$ cat src/rtl/oc_pkg.sv
// Shared definitions for the open-collector vector sequencer.
//   state_t : sequencer FSM states
//   NUM_VEC : number of input combinations swept (a,b,c -> 8)
//   RESP_W  : packed response width, two bits {y1,y0} per vector
package oc_pkg;

    typedef enum logic [1:0] {
        IDLE  = 2'd0,
        DRIVE = 2'd1,
        DONE  = 2'd2
    } state_t;

    localparam int NUM_VEC = 8;
    localparam int RESP_W  = 16;

endpackage

$ cat src/rtl/oc_dwell_counter.sv
// 16-bit dwell counter with synchronous clear and count enable.
//   clk, rst_n : clock / asynchronous active-low reset
//   clr        : synchronous clear (has priority over en)
//   en         : count enable
//   tc         : terminal flag, high while the count equals DWELL-1
module oc_dwell_counter #(
    parameter int DWELL = 79
) (
    input  logic clk,
    input  logic rst_n,
    input  logic clr,
    input  logic en,
    output logic tc
);

    localparam logic [15:0] LAST = 16'(DWELL - 1);

    logic [15:0] cnt;

    always_ff @(posedge clk or negedge rst_n) begin
        if (!rst_n)   cnt <= '0;
        else if (clr) cnt <= '0;
        else if (en)  cnt <= cnt + 16'd1;
    end

    assign tc = (cnt == LAST);

endmodule

$ cat src/rtl/oc_vector_sequencer.sv
// Stimulus and capture sequencer for 3-input open-collector blocks.
// Sweeps {a,b,c} through 000..111, holding each vector DWELL cycles,
// samples {y1,y0} at the end of each dwell into resp, and flags pass
// when the full signature matches EXP_RESP.
//   clk, rst_n : clock / asynchronous active-low reset
//   start      : one-cycle sweep request, honoured only in IDLE
//   y0, y1     : responses of the block under stimulus
//   a, b, c    : registered stimulus (a is MSB)
//   vec_idx    : current vector, equal to {a,b,c}
//   busy       : high while sweeping
//   done       : one-cycle completion pulse
//   resp       : captured responses, bits [2i+1:2i] = {y1,y0} of vector i
//   pass       : resp == EXP_RESP, valid from the done pulse onward
module oc_vector_sequencer
    import oc_pkg::*;
#(
    parameter int                 DWELL    = 79,
    parameter logic [RESP_W-1:0]  EXP_RESP = 16'h0000
) (
    input  logic              clk,
    input  logic              rst_n,
    input  logic              start,
    input  logic              y0,
    input  logic              y1,
    output logic              a,
    output logic              b,
    output logic              c,
    output logic [2:0]        vec_idx,
    output logic              busy,
    output logic              done,
    output logic [RESP_W-1:0] resp,
    output logic              pass
);

    localparam logic [2:0] LAST_VEC = 3'(NUM_VEC - 1);

    state_t              state, state_nx;
    logic [2:0]          vec_q, vec_nx;   // doubles as the sweep index
    logic [RESP_W-1:0]   resp_nx;
    logic                pass_nx, busy_nx, done_nx;
    logic                cnt_clr, cnt_en, cnt_tc;

    oc_dwell_counter #(.DWELL(DWELL)) u_dwell (
        .clk   (clk),
        .rst_n (rst_n),
        .clr   (cnt_clr),
        .en    (cnt_en),
        .tc    (cnt_tc)
    );

    always_ff @(posedge clk or negedge rst_n) begin
        if (!rst_n) begin
            state <= IDLE;
            vec_q <= '0;
            resp  <= '0;
            pass  <= 1'b0;
            busy  <= 1'b0;
            done  <= 1'b0;
        end else begin
            state <= state_nx;
            vec_q <= vec_nx;
            resp  <= resp_nx;
            pass  <= pass_nx;
            busy  <= busy_nx;
            done  <= done_nx;
        end
    end

    always_comb begin
        state_nx = state;
        vec_nx   = vec_q;
        resp_nx  = resp;
        pass_nx  = pass;
        busy_nx  = busy;
        done_nx  = 1'b0;
        cnt_clr  = 1'b1;
        cnt_en   = 1'b0;
        case (state)
            IDLE: begin
                vec_nx = '0;
                if (start) begin
                    state_nx = DRIVE;
                    resp_nx  = '0;
                    pass_nx  = 1'b0;
                    busy_nx  = 1'b1;
                end
            end
            DRIVE: begin
                cnt_clr = 1'b0;
                cnt_en  = 1'b1;
                if (cnt_tc) begin
                    cnt_clr = 1'b1;
                    resp_nx[{vec_q, 1'b0} +: 2] = {y1, y0};
                    if (vec_q == LAST_VEC) begin
                        // Hold 111 through DONE; pass sees the last sample.
                        state_nx = DONE;
                        busy_nx  = 1'b0;
                        done_nx  = 1'b1;
                        pass_nx  = (resp_nx == EXP_RESP);
                    end else begin
                        vec_nx = vec_q + 3'd1;
                    end
                end
            end
            DONE: begin
                state_nx = IDLE;
                vec_nx   = '0;
            end
            default: begin
                state_nx = IDLE;
                vec_nx   = '0;
                busy_nx  = 1'b0;
            end
        endcase
    end

    assign {a, b, c} = vec_q;
    assign vec_idx   = vec_q;

endmodule

$ cat config.mk
export PLATFORM = sky130hd
export DESIGN_NAME = oc_vector_sequencer
export DESIGN_NICKNAME = d
export VERILOG_FILES = /design/src/rtl/oc_pkg.sv /design/src/rtl/oc_dwell_counter.sv /design/src/rtl/oc_vector_sequencer.sv
export SDC_FILE = /design/constraint.sdc
export NUM_CORES = 1
export LEC_CHECK = 0
export BUFFER_PORTS_ARGS = -buffer_cell sky130_fd_sc_hd__buf_2
export CORE_MARGIN = 5
export CORE_UTILIZATION = 50
export DETAILED_ROUTE_END_ITERATION = 8
export PLACE_DENSITY = 0.71
export REMOVE_ABC_BUFFERS = 1
export SYNTH_ARGS = -nofsm -noshare
export SYNTH_HDL_FRONTEND = slang
export SYNTH_SLANG_ARGS = --single-unit
$ cat constraint.sdc
create_clock -name clk -period 5.3 [get_ports clk]
set_input_delay 1.325 -clock clk [delete_from_list [all_inputs] [get_ports clk]]
set_output_delay 1.325 -clock clk [all_outputs]
set_load 0.1 [all_outputs]
==> reports/results.txt <==
CP Class - reg -> reg
Max rail drop VDD - 295 uV
mapped cell area - 2290 sq um
FFs w/ async S/R, synth - 100%
Unique masters post-synth - 44
R2R cell count - 8
largest cells by area after synthesis - dfrtp_1 44%, ha_1 5.5%, nand3_1 5.3%
FF-to-FF End - pass$_DFFE_PN0P_
Critical Path RT - 5.52 ns
Total Wirelength - 4920 um
Fill cells - 401
Die Y - 77.6 um
root buf cell - clkbuf_8
Crit. End Element - register
switching part of the total - 41.8%
Clock Skew - 0.00876 ns
Routed wire per std cell - 15.1 um
hold crit path type - reg -> reg
status - complete, no violations
slew at the pin with the worst max-slew slack - 0.855 ns
non-filler cells, final - 326
GR Util met3 - 4.28%
CP arrival - 3.15 ns
Power Internal - 0.000563 W
hold_buf cts - 0
met2 Use GR - 27.1%
hpwl dp - 3620 um
post-CTS resize count - 0
drt via density - 5.76
first-pass GRT wire length - 8760 um
DR pass1 iterations - 4
setup bufs post-CTS - 0
ys flop type - dfrtp_1
headroom to the max-slew limit - 43.0%
Starting Density - 52.1%
r2r startpoint - vec_idx[0]$_DFFE_PN0P_
final cycle utilization of the critical path - 55.4%
cts bufs inserted - 5
die area - 6020 sq um
top-area cell type share of the netlist area - 43.8%
I/O Buffers - 29
Multi-input gate area - 1180 sq um
most numerous cell in the Yosys netlist - dfrtp_1
GR Util met1 - 24.2%
Critical Path Source - vec_idx[0]$_DFFE_PN0P_
Boundary Pins - 30
row cnt - 24
largest net degree at the start of global routing - 41
FF-to-FF setup slack - 2.36 ns
Leakage - 1.18 nW
setup tns final - 0 ns
PnR worst setup slack - 2.36 ns
drc violations - 0
clk buf depth - 2
GR Util All Layers - 17.8%
Worst-path clk slew - 0.08 ns
Storage cell area - 1000 sq um
total net switching power - 0.000403 W
Comb pwr share - 36.5%
final worst path period need - 2.94 ns
Flop pwr share - 41.7%
DRT iter0 DRCs - 177
H-tree depth - 2
Die X - 77.6 um
final instance area - 2520 sq um
most frequent cells after synthesis - 40 x dfrtp_1, 31 x nor2_1, 24 x nand3_1
vias in the first global route - 1826
area added between synthesis and finish - 10.4%
layer with the highest usage - met2
sequential element share of the synthesized area - 43.8%
layout cells sized above 1 - 15.7%
final hold violations - 0
Post-DRT Antenna Nets - 0
pre-CTS setup slack - 2.41 ns
max-slew violation count - 0
DP Cell Count - 318
clock share of power - 21.8%
Max-Cap Viols - 0
grt total ovfl - 0
Skew-Pair Late Insertion Delay - 0.30 ns
Final Util - 57.6%
Post-synth EDFFs - 0
Layout Nets - 288
crit path capture - pass$_DFFE_PN0P_
GP Congestion - 0.960
Area after DPL - 2430 sq um
Syn. warnings - 0
Power Density - 383 nW/um^2
RSZ-0062 raised after global routing - no
Via Count - 1878
startpoint types - register
initial antenna violation count - 0
ANT cells - 0
syn_area_per_cell - 9.22 sq um
CTS tree - yes
# setup viols final - 0
Core ar. - 4380 sq um
Max FO, Critical Path - 17
Post-Synthesis Cells - 248
FMAX - 0.340 GHz
area leader, netlist - dfrtp_1
# clock sinks - 40
Seq cells post-synth - 40
==> worst min-delay path by stage <==
stage / start / depth (start not counted) / to / slack (ns)
detailed placement: state[1]$_DFFE_PN0P_ / 1 / state[0]$_DFFE_PN0P_ / 0.44
CTS: state[1]$_DFFE_PN0P_ / 1 / state[0]$_DFFE_PN0P_ / 0.45
global route: state[1]$_DFFE_PN0P_ / 1 / state[0]$_DFFE_PN0P_ / 0.46
global placement: state[1]$_DFFE_PN0P_ / 1 / state[0]$_DFFE_PN0P_ / 0.43
floorplan: state[1]$_DFFE_PN0P_ / 1 / state[0]$_DFFE_PN0P_ / 0.42
finish: state[1]$_DFFE_PN0P_ / 1 / state[0]$_DFFE_PN0P_ / 0.44
==> placed cells by master (no fill, tap or decap), types with 8 or more instances in the layout <==
| master | instances |
|---|---|
| xnor2_1 | 8 |
| inv_1 | 10 |
| o21ai_0 | 12 |
| nor2_1 | 31 |
| buf_2 | 29 |
| nand4_1 | 11 |
| ha_1 | 10 |
| dfrtp_1 | 40 |
| nand3_1 | 24 |
| nand2_1 | 19 |
| mux2i_1 | 9 |
==> final cells by class <==
type	instances	share of cell area, %
multi-input combinational	187	46.8
sequential	40	39.7
timing repair buffer	29	5.75
clock buffer	7	3.42
tap	52	2.58
inverter	10	1.49
clock inverter	1	0.297
==> worst max-delay path: stages (launching register included) <==
cell and delay (ns):
dfrtp_1 0.65, inv_1 0.17, ha_1 0.24, ha_1 0.50, nor3b_1 0.23, o221a_2 0.22
o22ai_1 0.08, or4_1 0.54, o31ai_2 0.22
==> cells by family (layout without fill, tap and decap cells) <==
| family | after synthesis | count (layout) | share of synthesized area (%) |
|---|---|---|---|
| simple gates | 124 | 124 | 28.2 |
| flops | 40 | 40 | 43.8 |
| compound gates | 29 | 29 | 8.32 |
| buf+inv | 21 | 47 | 4.54 |
| xor+xnor | 15 | 15 | 5.75 |
| fa+ha+maj | 10 | 10 | 5.47 |
| mux | 9 | 9 | 3.94 |
==> metal layers <==
| layer | share of wire, % | vias to the layer above |
|---|---|---|
| li1 | - | 928 |
| met1 | 48 | 881 |
| met2 | 44 | 58 |
| met3 | 6.3 | 11 |
| met4 | 1.9 | 0 |
| met5 | 0 | - |
==> power groups by stage <==
| stage | Sequential, W | Clock [W] | Combinational (W) |
|---|---|---|---|
| detailed placement | 0.000407 | 0 | 0.000355 |
| global placement | 0.000407 | 0 | 0.000349 |
| finish | 0.000402 | 0.000211 | 0.000353 |
| CTS | 0.000402 | 0.000216 | 0.000355 |
| global route | 0.000412 | 0.000233 | 0.000391 |
| floorplan | 0.000486 | 0 | 0.000196 |
==> flip-flops by register name, indices dropped and copies added (netlist names) <==
name,cells
done,1
vec_idx,3
busy,1
resp,16
u_dwell.cnt,16
pass,1
state,2
==> stage by stage <==
step | hold WS, ns | total power, W
floorplan | 0.418 | 0.000682
global placement | 0.433 | 0.000756
detailed placement | 0.437 | 0.000763
CTS | 0.449 | 0.000974
global route | 0.463 | 0.00104
finish | 0.445 | 0.000966
(Power assumes the default switching activity.)
